<file path="src/rtl/seg_scan_ctrl.sv">
// seg_scan_ctrl: time-multiplexed scan controller for the 7-segment digit bank.
// Latency: registered outputs; the first digit appears on the edge after enable is seen in IDLE.
// Backpressure: none; free-running scan, and enable low parks the controller blank in IDLE.
//
// Build option: SEG_SCAN_LEADING_ZERO_BLANK_EN blanks leading zero digits at snapshot time.
//
// Ports:
//   i_clk          system clock, rising edge
//   i_rst          synchronous active-high reset
//   i_enable       scan enable
//   i_digits_in    packed BCD digits, digit i at [4*i+3:4*i], digit 0 rightmost
//   i_dots_in      dot flag per digit
//   o_bcd          BCD code to the shared decoder, 4'hF = blank
//   o_dot          dot bit to the decoder
//   o_digit_sel    one-hot active-high digit enable, all zero while blank
//   o_frame_done   one-cycle pulse after the last digit's blank slot
module seg_scan_ctrl #(
  parameter int NUM_DIGITS   = 6,
  parameter int PRESCALE     = 1000,
  parameter int BLANK_CYCLES = 16
) (
  input  logic                    i_clk,
  input  logic                    i_rst,
  input  logic                    i_enable,
  input  logic [4*NUM_DIGITS-1:0] i_digits_in,
  input  logic [NUM_DIGITS-1:0]   i_dots_in,
  output logic [3:0]              o_bcd,
  output logic                    o_dot,
  output logic [NUM_DIGITS-1:0]   o_digit_sel,
  output logic                    o_frame_done
);

  localparam int CNT_MAX = (PRESCALE > BLANK_CYCLES) ? PRESCALE : BLANK_CYCLES;
  localparam int CW      = $clog2(CNT_MAX + 1);
  localparam int IW      = (NUM_DIGITS > 1) ? $clog2(NUM_DIGITS) : 1;
  localparam bit HAS_BLANK = (BLANK_CYCLES > 0);

  localparam logic [CW-1:0] P_LAST   = CW'(PRESCALE - 1);
  localparam logic [CW-1:0] B_LAST   = HAS_BLANK ? CW'(BLANK_CYCLES - 1) : '0;
  localparam logic [IW-1:0] IDX_LAST = IW'(NUM_DIGITS - 1);

  typedef enum logic [1:0] {
    ST_IDLE  = 2'd0,
    ST_SHOW  = 2'd1,
    ST_BLANK = 2'd2
  } state_t;

  state_t                  r_state;
  logic [CW-1:0]           r_cnt;
  logic [IW-1:0]           r_idx;
  logic [4*NUM_DIGITS-1:0] r_snap;
  logic [NUM_DIGITS-1:0]   r_snap_dot;

  logic [4*NUM_DIGITS-1:0] w_snap_next;
  logic                    w_show_done;
  logic                    w_blank_done;
  logic                    w_slot_end;
  logic                    w_idx_last;
  logic                    w_go_show;
  logic                    w_go_blank;
  logic                    w_go_idle;
  logic                    w_resnap;
  logic                    w_fdone;
  logic [IW-1:0]           w_show_idx;
  logic [3:0]              w_bcd_nxt;
  logic                    w_dot_nxt;
  logic [NUM_DIGITS-1:0]   w_sel_nxt;

  // Snapshot value. With leading-zero blanking, zeros without a dot are
  // replaced by the blank code from the most significant digit down until the
  // first significant digit; digit 0 always shows so "0" stays visible.
  always_comb begin : snap_build
    w_snap_next = i_digits_in;
`ifdef SEG_SCAN_LEADING_ZERO_BLANK_EN
    begin : lz_blank
      logic v_lead;
      v_lead = 1'b1;
      for (int i = NUM_DIGITS - 1; i >= 1; i--) begin
        if (v_lead && (i_digits_in[4*i +: 4] == 4'd0) && !i_dots_in[i]) begin
          w_snap_next[4*i +: 4] = 4'hF;
        end else begin
          v_lead = 1'b0;
        end
      end
    end
`endif
  end

  assign w_show_done  = (r_state == ST_SHOW)  && (r_cnt == P_LAST);
  assign w_blank_done = (r_state == ST_BLANK) && (r_cnt == B_LAST);
  // Without a blanking gap the slot ends directly at the end of SHOW.
  assign w_slot_end   = HAS_BLANK ? w_blank_done : w_show_done;
  assign w_idx_last   = (r_idx == IDX_LAST);

  // Transition decision. The frame-end edge takes priority over an enable
  // drop so the final frame still reports frame_done before going idle;
  // any other edge with enable low aborts the frame silently.
  always_comb begin
    w_go_show  = 1'b0;
    w_go_blank = 1'b0;
    w_go_idle  = 1'b0;
    w_resnap   = 1'b0;
    w_fdone    = 1'b0;
    w_show_idx = r_idx;
    case (r_state)
      ST_IDLE: begin
        if (i_enable) begin
          w_go_show  = 1'b1;
          w_resnap   = 1'b1;
          w_show_idx = '0;
        end
      end
      ST_SHOW, ST_BLANK: begin
        if (w_slot_end && w_idx_last) begin
          w_fdone = 1'b1;
          if (i_enable) begin
            w_go_show  = 1'b1;
            w_resnap   = 1'b1;
            w_show_idx = '0;
          end else begin
            w_go_idle = 1'b1;
          end
        end else if (!i_enable) begin
          w_go_idle = 1'b1;
        end else if (w_slot_end) begin
          w_go_show  = 1'b1;
          w_show_idx = r_idx + IW'(1);
        end else if (w_show_done) begin
          w_go_blank = 1'b1;
        end
      end
      default: begin
        w_go_idle = 1'b1;
      end
    endcase
  end

  // Digit presented on entry to SHOW; a fresh snapshot is forwarded directly
  // so digit 0 of a new frame shows on the same edge that captures it.
  always_comb begin
    w_bcd_nxt = 4'hF;
    w_dot_nxt = 1'b0;
    for (int i = 0; i < NUM_DIGITS; i++) begin
      if (w_show_idx == IW'(i)) begin
        w_bcd_nxt = w_resnap ? w_snap_next[4*i +: 4] : r_snap[4*i +: 4];
        w_dot_nxt = w_resnap ? i_dots_in[i] : r_snap_dot[i];
      end
    end
  end

  assign w_sel_nxt = NUM_DIGITS'(1) << w_show_idx;

  always_ff @(posedge i_clk) begin
    if (i_rst) begin
      r_state      <= ST_IDLE;
      r_cnt        <= '0;
      r_idx        <= '0;
      r_snap       <= '0;
      r_snap_dot   <= '0;
      o_bcd        <= 4'hF;
      o_dot        <= 1'b0;
      o_digit_sel  <= '0;
      o_frame_done <= 1'b0;
    end else begin
      o_frame_done <= w_fdone;
      if (w_resnap) begin
        r_snap     <= w_snap_next;
        r_snap_dot <= i_dots_in;
      end
      if (w_go_show) begin
        r_state     <= ST_SHOW;
        r_cnt       <= '0;
        r_idx       <= w_show_idx;
        o_bcd       <= w_bcd_nxt;
        o_dot       <= w_dot_nxt;
        o_digit_sel <= w_sel_nxt;
      end else if (w_go_blank) begin
        r_state     <= ST_BLANK;
        r_cnt       <= '0;
        o_bcd       <= 4'hF;
        o_dot       <= 1'b0;
        o_digit_sel <= '0;
      end else if (w_go_idle) begin
        r_state     <= ST_IDLE;
        r_cnt       <= '0;
        r_idx       <= '0;
        o_bcd       <= 4'hF;
        o_dot       <= 1'b0;
        o_digit_sel <= '0;
      end else if (r_state != ST_IDLE) begin
        r_cnt <= r_cnt + CW'(1);
      end
    end
  end

endmodule

</file>
<file path="config.mk">
export PLATFORM = sky130hd
export DESIGN_NAME = seg_scan_ctrl
export DESIGN_NICKNAME = d
export VERILOG_FILES = /design/src/rtl/seg_scan_ctrl.sv
export SDC_FILE = /design/constraint.sdc
export NUM_CORES = 1
export LEC_CHECK = 0
export CAP_MARGIN = 10
export CORE_MARGIN = 2
export CORE_UTILIZATION = 50
export CTS_CLUSTER_DIAMETER = 150
export DETAILED_ROUTE_END_ITERATION = 10
export MAX_ROUTING_LAYER = met4
export PLACE_DENSITY = 0.83
export SLEW_MARGIN = 10
export SYNTH_ARGS = -nofsm -noshare
export SYNTH_HDL_FRONTEND = slang
export SYNTH_SLANG_ARGS = --single-unit
</file>
<file path="constraint.sdc">
create_clock -name i_clk -period 3.45 [get_ports i_clk]
set_input_delay 0.345 -clock i_clk [delete_from_list [all_inputs] [get_ports i_clk]]
set_output_delay 0.345 -clock i_clk [all_outputs]
set_load 0.02 [all_outputs]
</file>
==> metrics.yaml, run 1 <==
run_status: "completed"
cts_resized: 0
layout-drive-gt1-share: 0.0742
drtPass1Iterations: 5
floorplan.rows: 26
syn_area_per_cell_um2: 7.84
routabilityCongestion: 0.838
ys_types: 46
finalClockSkew_ns: 0.00913
drt_iter0_drc: 203
period_needed_ns: 3.09
wl_per_cell_um: 14.7
insertion_delay_ns: 0.34
grt_max_degree: 39
totalWireLength_um: 6770
wl_met2_um: 3360
cts_setup_buffers: 0
ios: 45
port_buffers: 44
p_per_area_mw_per_mm2: 454
ys.flop_type: "dfxtp_1"
top_layer: "met4"
irDropWorstVdd_mv: 0.278
critPathArrivalTime_ns: 3.32
grt_pass1_vias: 2500
finalSetupViolations: 0
synth_cells: 349
tightest_slew_ns: 0.589
crit_chain: "inv_1 > ha_1 > or4b_4 > nor3_1 > nand3_1 > a311oi_1 > or2_0 > o21ba_2 > a2111o_1"
cts_buffer_depth: 2
async_reset_ff_frac: 0
wl_met1_um: 2880
crit_path_max_incr_delay_ns: 0.52
worstPathRequired_ns: 3.68
core_area_mm2: 0.00520
finalNetCount: 426
antennaDiodeCount: 0
synth_seq_cells: 57
startpoint_type: "flop"
hold_path_class: "flop to flop"
postCtsHoldBufs: 0
die-area_mm2: 0.00608
dp_hpwl_um: 4560
fmax_ghz: 0.323
rsz0062_at_grt: "no"
drc_errors: 0
relSlewSlack: 0.604
hold_violations: 0
dr_wl_met3_um: 371
grt-ovfl-total: 0
chipHeight_um: 78.0
dieWidth_um: 78.0
netlist_area_mm2: 0.00274
period_share: 0.896
fin_tns_setup_ns: 0
ant_nets: 0
clock-sinks: 57
cts_tree: "done"
viasPerCell: 5.65
power_leakage_nw: 1.30
drv_slew: 0
yosysWarningCount: 0
grt_pass1_wl_um: 11000
syn_to_final_growth_pct: 24.4
crit_path_max_fanout: 7
worst_hold_slack_ns: 0.450
grtUsageTotal: 0.235
antenna_found_initial: 0
path_delay_family: "simple AND/OR/NAND/NOR gates"
start_util: 0.525
drv_cap: 0
synth_edf_count: 0
ctsRootBufferMaster: "clkbuf_8"
crit_path_end_kind: "flop"
numCtsBuffers: 9
yosysSeqAreaShare: 0.417
path_buf_inv: 1
syn_nets: 389
vias: 2604
htree_levels: 3
cp_slowest_cell: "a311oi_1"
clk_pin_slew_ns: 0.07
critPathKind: "flop to flop"
final timing paths:
kind	startpoint	end	slack (ns)	cells past startpoint
worst max-delay path	r_state[0]$_SDFFE_PP0P_	o_dot$_SDFFE_PP0P_	0.36	9
worst min-delay path	o_digit_sel[5]$_SDFFE_PP0P_	o_digit_sel[5]$_SDFFE_PP0P_	0.45	2
worst max register to register	r_state[0]$_SDFFE_PP0P_	o_dot$_SDFFE_PP0P_	0.36	9
worst min register to register	o_digit_sel[5]$_SDFFE_PP0P_	o_digit_sel[5]$_SDFFE_PP0P_	0.45	2
power by group:
| group | switching [mW] | internal, mW | leakage, nW |
|---|---|---|---|
| combinational | 0.109 | 0.0878 | 0.731 |
| clock | 0.272 | 0.373 | 0.103 |
| sequential | 0.0146 | 0.688 | 0.465 |
| total | 0.396 | 1.15 | 1.30 |
flip-flops by register name, summed over array words and instances (netlist names):
register,flops
r_snap_dot,6
o_bcd,4
o_dot,1
o_digit_sel,6
o_frame_done,1
r_idx,3
r_state,2
r_snap,24
r_cnt,10
synthesized netlist by cell type (2+ instances only):
cell type	n	share of area
xor2_1	5	0.016
buf_2	6	0.011
nand2b_1	3	0.0069
a22o_1	2	0.0064
and2_1	3	0.0069
buf_4	2	0.0055
mux2i_1	3	0.011
or3_1	3	0.0069
and3_1	2	0.0046
a22oi_1	8	0.022
nor2_1	14	0.019
nand3_1	5	0.0091
clkbuf_1	12	0.016
o22ai_1	4	0.0091
nand3b_1	2	0.0055
o21ba_2	2	0.0073
a21oi_1	66	0.12
nand2_1	90	0.12
xnor2_1	2	0.0064
dfxtp_1	57	0.42
nand4b_1	2	0.0064
nor2b_1	5	0.011
o31a_1	3	0.0096
ha_1	7	0.032
o21a_1	2	0.0055
inv_1	4	0.0055
o32ai_1	5	0.016
nor3_1	3	0.0055
o21ai_0	10	0.018
per-layer routing:
layer / vias up / GRT usage
met4: 0 / 0.126
met3: 14 / 0.0384
li1: 1283 / -
met5: - / -
met1: 1218 / 0.274
met2: 89 / 0.390
per-stage QoR:
| step | setup slack, ns | area (µm²) | utilization | instances | power, mW |
|---|---|---|---|---|---|
| after floorplan | 0.773 | 2740 | - | 349 | 0.833 |
| after CTS | 0.375 | 3400 | 0.654 | 461 | 1.55 |
| after global routing | 0.102 | 3400 | 0.654 | 461 | 1.61 |
| final | 0.357 | 3400 | 0.654 | 461 | 1.54 |
| after detailed placement | 0.386 | 3200 | 0.614 | 445 | 0.910 |
| after global placement | 0.461 | 3200 | 0.614 | 445 | 0.904 |
cell usage in the layout (no fill, tap or decap), types with 7 or more instances in the layout:
cell type,n
nand2_1,90
a21oi_1,66
dfxtp_1,57
clkdlybuf4s50_1,44
nor2_1,14
clkbuf_8,11
o21ai_0,9
a22oi_1,8
ha_1,7
layout make-up:
type,instances,area (µm²)
Multi-Input combinational cell,266,1480
Tap cell,70,87.6
Sequential cell,57,1140
Clock inverter,4,51.3
Clock buffer,12,155
Timing Repair Buffer,48,470
Inverter,4,15.0
Fill cell,469,1800
cells by family (layout without fill, tap and decap cells):
kind of cell             count (synthesis)  in the layout  synth area share
AO/OA/AOI/OAI                          108            108             0.236
AND/OR/NAND/NOR                        140            140             0.233
multiplexers                             4              4            0.0151
buffers and inverters                   26             68            0.0439
adder cells (fa/ha/maj)                  7              7            0.0320
XOR/XNOR                                 7              7            0.0224
flip-flops                              57             57             0.417
tightest hold or removal path: cells and delay by family, from the launching register on:
| kind | cells | cell delay, ns |
|---|---|---|
| DFF | 1 | 0.33 |
| AOI/OAI and AO/OA | 1 | 0.05 |
| and+or+nand+nor | 1 | 0.04 |
Power figures use the tool's default switching activity.
==> inputs of run 2 (changes only) <==
- CORE_UTILIZATION: 50 -> 30
- PLACE_DENSITY: 0.83 -> 0.57
==> metrics.yaml, run 2 (synthesis results as in run 1) <==
hold_violations: 0  # unchanged
p_per_area_mw_per_mm2: 445  # -2.0%
drv_slew: 0  # unchanged
tightest_slew_ns: 0.666  # +0.0768 ns
insertion_delay_ns: 0.34  # about the same
cp_num_cells: 9  # unchanged
drc_errors: 0  # unchanged
cts_tree: "done"
wl_per_cell_um: 13.7  # -6.7%
power_leakage_nw: 1.30  # +0.42%
numCtsBuffers: 9  # unchanged
critPathKind: "flop to flop"
ant_nets: 0  # unchanged
filler_cell_count: 907  # +93%
top_register: "r_snap"
dieWidth_um: 99.5  # +28%
run_status: "completed"
period_share: 0.892  # -0.00417
port_buffers: 44  # unchanged
htree_levels: 3  # unchanged
multi_input_area_mm2: 0.00148  # unchanged
setup_ws_ns: 0.372  # +0.0144 ns
fmax_ghz: 0.325  # +0.47%
antenna_found_initial: 0  # unchanged
path_buf_inv: 1  # unchanged
finalNetCount: 427  # +0.23%
crit_start: "r_state[0]$_SDFFE_PP0P_"
crit_path_max_incr_delay_ns: 0.48  # -0.04 ns
routabilityCongestion: 0.807  # -3.7%
floorplan.rows: 34  # +31%
finalSetupViolations: 0  # unchanged
r2r_slack_ns: 0.37  # about the same
fin_tns_setup_ns: 0  # unchanged
critPathArrivalTime_ns: 3.31  # about the same
antennaDiodeCount: 0  # unchanged
layout-drive-gt1-share: 0.0791  # +0.00491
cts_resized: 0  # unchanged
viasPerCell: 5.07  # -10%
die-area_mm2: 0.00990  # +63%
top_regs: "r_snap: 24 flops, r_cnt: 10 flops"
design_area_mm2: 0.00347  # +1.9%
crit_chain: "inv_1 > ha_1 > or4b_4 > nor3_1 > a31oi_1 > a311oi_1 > or2_0 > o21ba_2 > a2111o_1"
grt_pass1_vias: 2338  # -6.5%
period_needed_ns: 3.08  # -0.0144 ns
grt_max_degree: 37  # -5.1%
startpoint_type: "flop"
grt_pass1_wl_um: 11300  # +2.3%
grtUsageTotal: 0.148  # -0.0876
irDropWorstVdd_mv: 0.221  # -21%
total_power_mw: 1.54  # -0.11%
r2r_end: "o_dot$_SDFFE_PP0P_"
ios: 45  # unchanged
hold_path_class: "flop to flop"
drv_cap: 0  # unchanged
drtPass1Iterations: 4  # -1
dp_hpwl_um: 4680  # +2.6%
final_common_cell: "nand2_1"
rsz0062_at_grt: "no"
reg2reg_from: "r_state[0]$_SDFFE_PP0P_"
cts_buffer_depth: 2  # unchanged
cp_slowest_cell: "or4b_4"
path_delay_family: "simple AND/OR/NAND/NOR gates"
fin_util: 0.396  # -0.258
relSlewSlack: 0.556  # -0.0479
drt_iter0_drc: 127  # -37%
post-place-ws_ns: 0.387  # +0.000843 ns
grt-ovfl-total: 0  # unchanged
worstPathRequired_ns: 3.68  # about the same
crit_path_end_kind: "flop"
chipHeight_um: 99.5  # +28%
seqCellArea_mm2: 0.00114  # unchanged
r2r_cells: 9  # unchanged
finalClockSkew_ns: 0.0131  # +0.00400 ns
start_util: 0.312  # -0.213
postCtsHoldBufs: 0  # unchanged
vias: 2537  # -2.6%
mostFrequentLayoutCells: "90 x nand2_1, 66 x a21oi_1, 57 x dfxtp_1, 44 x clkdlybuf4s50_1, 14 x nor2_1"
cts_setup_buffers: 0  # unchanged
totalWireLength_um: 6850  # +1.2%
largest_reg_flops: 24  # unchanged
crit_path_max_fanout: 7  # unchanged
core_area_mm2: 0.00876  # +68%
crit_path_end: "o_dot$_SDFFE_PP0P_"
ctsRootBufferMaster: "clkbuf_8"
clock-sinks: 57  # unchanged
syn_to_final_growth_pct: 26.8
dpl_cell_area_mm2: 0.00326  # +2.1%
clk_pin_slew_ns: 0.07  # about the same
==> run 2: power by group <==
group / switching, mW / internal [mW]
Clock: 0.290 / 0.354
Combinational: 0.108 / 0.0902
Sequential: 0.0137 / 0.687
Total: 0.411 / 1.13
==> run 2: area by class of cell <==
class / instances / share of cell area
Multi-Input combinational cell: 266 / 0.427
Sequential cell: 57 / 0.329
Timing Repair Buffer: 49 / 0.141
Clock buffer: 10 / 0.0397
Tap cell: 108 / 0.0390
Clock inverter: 6 / 0.0195
Inverter: 4 / 0.00433
==> run 2: worst min-delay path by stage <==
stage | depth (start not counted) | end | from | slack (ns)
finish | 2 | r_snap[6]$_SDFFE_PP0N_ | r_snap[6]$_SDFFE_PP0N_ | 0.45
global route | 2 | r_snap[13]$_SDFFE_PP0N_ | r_snap[13]$_SDFFE_PP0N_ | 0.47
global placement | 2 | r_snap[1]$_SDFFE_PP0N_ | r_snap[1]$_SDFFE_PP0N_ | 0.44
detailed placement | 2 | o_digit_sel[1]$_SDFFE_PP0P_ | o_digit_sel[1]$_SDFFE_PP0P_ | 0.44
floorplan | 2 | r_snap[0]$_SDFFE_PP0N_ | r_snap[0]$_SDFFE_PP0N_ | 0.43
CTS | 2 | r_snap[6]$_SDFFE_PP0N_ | r_snap[6]$_SDFFE_PP0N_ | 0.46
==> run 2: worst min-delay path: cells and delay by family (launching register included) <==
kind	cells	cell delay, ns
flip-flops	1	0.31
AND/OR/NAND/NOR	1	0.05
AO/OA/AOI/OAI	1	0.05
==> run 2: layer usage <==
metal,part of all wire,global-route usage,vias up
li1,-,-,1284
met1,0.48,0.189,1184
met2,0.47,0.222,59
met3,0.038,0.0330,10
met4,0.018,0.0706,0
met5,0,-,-
==> run 2: through the flow <==
step	std cells	hold WS [ns]
2_1_floorplan	349	0.432
3_3_place_gp	484	0.438
4_1_cts	500	0.455
3_5_place_dp	484	0.445
5_1_grt	500	0.470
6_report	500	0.453
==> inputs of run 3 (changes only) <==
- TNS_END_PERCENT: default -> 50
- clock period: 3.45 -> 3.7 ns (I/O delays scaled with it)
==> metrics.yaml, run 3 (synthesis results as in run 1) <==
crit_chain: "inv_1 > ha_1 > or4b_4 > or4_4 > o21a_1 > buf_4 > a21oi_1 > a22oi_1 > o22ai_1 > nor2_1"
r2r_slack_ns: 0.63  # +0.26 ns
drt_iter0_drc: 105  # -17%
ctsRootBufferMaster: "clkbuf_8"
top_regs: "r_snap: 24 flops, r_cnt: 10 flops"
grt_pass1_vias: 2378  # +1.7%
hold_violations: 0  # unchanged
dp_hpwl_um: 4750  # +1.6%
core_area_mm2: 0.00876  # unchanged
rsz0062_at_grt: "no"
period_needed_ns: 3.07  # -0.00594 ns
p_per_area_mw_per_mm2: 387  # -13%
startpoint_type: "flop"
crit_path_max_fanout: 21  # +14
run_status: "completed"
cp_slowest_cell: "or4_4"
vias: 2520  # -0.67%
reg2reg_from: "r_state[0]$_SDFFE_PP0P_"
post-place-ws_ns: 0.631  # +0.244 ns
antennaDiodeCount: 0  # unchanged
hold_path_class: "flop to flop"
chipHeight_um: 99.5  # unchanged
drc_errors: 0  # unchanged
routabilityCongestion: 0.771  # -4.5%
antenna_found_initial: 0  # unchanged
fmax_ghz: 0.325  # +0.19%
grt_max_degree: 39  # +5.4%
wl_per_cell_um: 13.7  # about the same
viasPerCell: 5.04  # -0.67%
finalNetCount: 427  # unchanged
grt_pass1_wl_um: 11200  # -0.30%
period_share: 0.830  # -0.0619
cts_tree: "done"
dr_wl_met3_um: 324  # +24%
grtUsageTotal: 0.147  # -0.000926
start_util: 0.312  # unchanged
drv_slew: 0  # unchanged
r2r_end: "o_bcd[0]$_SDFFE_PP1P_"
insertion_delay_ns: 0.34  # about the same
power_leakage_nw: 1.28  # -1.7%
wl_met2_um: 3170  # -0.53%
min_path_cells: 2  # unchanged
tightest_slew_ns: 0.702  # +0.0361 ns
htree_levels: 3  # unchanged
mostFrequentLayoutCells: "90 x nand2_1, 66 x a21oi_1, 57 x dfxtp_1, 44 x clkdlybuf4s50_1, 14 x nor2_1"
cts_setup_buffers: 0  # unchanged
floorplan.rows: 34  # unchanged
finalSetupViolations: 0  # unchanged
grt-ovfl-total: 0  # unchanged
cts_resized: 0  # unchanged
critPathArrivalTime_ns: 3.29  # -0.02 ns
dieWidth_um: 99.5  # unchanged
worstPathRequired_ns: 3.92  # +0.24 ns
r2r_cells: 10  # +1
irDropWorstVdd_mv: 0.187  # -16%
postCtsHoldBufs: 0  # unchanged
final_common_cell: "nand2_1"
numCtsBuffers: 9  # unchanged
ant_nets: 0  # unchanged
finalClockSkew_ns: 0.00888  # -0.00424 ns
path_delay_family: "simple AND/OR/NAND/NOR gates"
drtPass1Iterations: 4  # unchanged
critPathKind: "flop to flop"
largest_reg_flops: 24  # unchanged
die-area_mm2: 0.00990  # unchanged
path_buf_inv: 2  # +1
clock-sinks: 57  # unchanged
setup_ws_ns: 0.628  # +0.256 ns
wl_met1_um: 3280  # +0.31%
totalWireLength_um: 6850  # about the same
port_buffers: 44  # unchanged
cts_buffer_depth: 2  # unchanged
min_from: "r_snap[8]$_SDFFE_PP0N_"
fin_tns_setup_ns: 0  # unchanged
relSlewSlack: 0.532  # -0.0240
layout-drive-gt1-share: 0.0765  # -0.00255
clk_pin_slew_ns: 0.06  # about the same
whs_endpoint: "r_snap[8]$_SDFFE_PP0N_"
drv_cap: 0  # unchanged
top_layer: "met4"
crit_path_max_incr_delay_ns: 0.57  # +0.09 ns
ios: 45  # unchanged
syn_to_final_growth_pct: 24.8
top_register: "r_snap"
crit_path_end_kind: "flop"
run 3: per-stage QoR:
step	power, mW	instances	cell area [µm²]	util	hold WS, ns
after floorplan	0.776	349	2740	-	0.432
after global placement	0.848	484	3250	0.371	0.440
after detailed placement	0.850	484	3250	0.371	0.444
after CTS	1.34	500	3410	0.389	0.455
after global routing	1.39	500	3410	0.389	0.472
final	1.32	500	3410	0.389	0.451
run 3: area by class of cell:
type	count	area, µm²
clock buffer	10	128
clock inverter	6	35.0
fill	900	5350
inverter	4	15.0
multi-input combinational	266	1480
sequential	57	1140
tap	108	135
timing repair buffer	49	478
run 3: how the worst max path moves through the flow:
stage | from | to | slack, ns | cells past startpoint
after floorplan | r_state[0]$_SDFFE_PP0P_ | o_bcd[0]$_SDFFE_PP1P_ | 1.02 | 10
after global placement | i_enable | o_bcd[0]$_SDFFE_PP1P_ | 0.70 | 9
after detailed placement | i_enable | o_dot$_SDFFE_PP0P_ | 0.63 | 8
after CTS | r_state[0]$_SDFFE_PP0P_ | o_bcd[0]$_SDFFE_PP1P_ | 0.63 | 10
after global routing | r_state[0]$_SDFFE_PP0P_ | o_bcd[0]$_SDFFE_PP1P_ | 0.42 | 10
final | r_state[0]$_SDFFE_PP0P_ | o_bcd[0]$_SDFFE_PP1P_ | 0.63 | 10
run 3: power by group:
part	leakage, nW	internal, mW	switching [mW]
Combinational	0.735	0.0818	0.0998
Clock	0.0818	0.237	0.247
Sequential	0.465	0.641	0.0126
run 3: routing by layer:
metal,track usage,vias up
li1,-,1291
met1,0.180,1178
met2,0.232,45
met3,0.0450,6
met4,0.0474,0
met5,-,-
run 3: worst register-to-register path: stages (launching register included):
cell and delay (ns):
dfxtp_1 0.33, inv_1 0.10, ha_1 0.15, or4b_4 0.49
or4_4 0.58, o21a_1 0.44, buf_4 0.34, a21oi_1 0.14
a22oi_1 0.11, o22ai_1 0.22, nor2_1 0.06
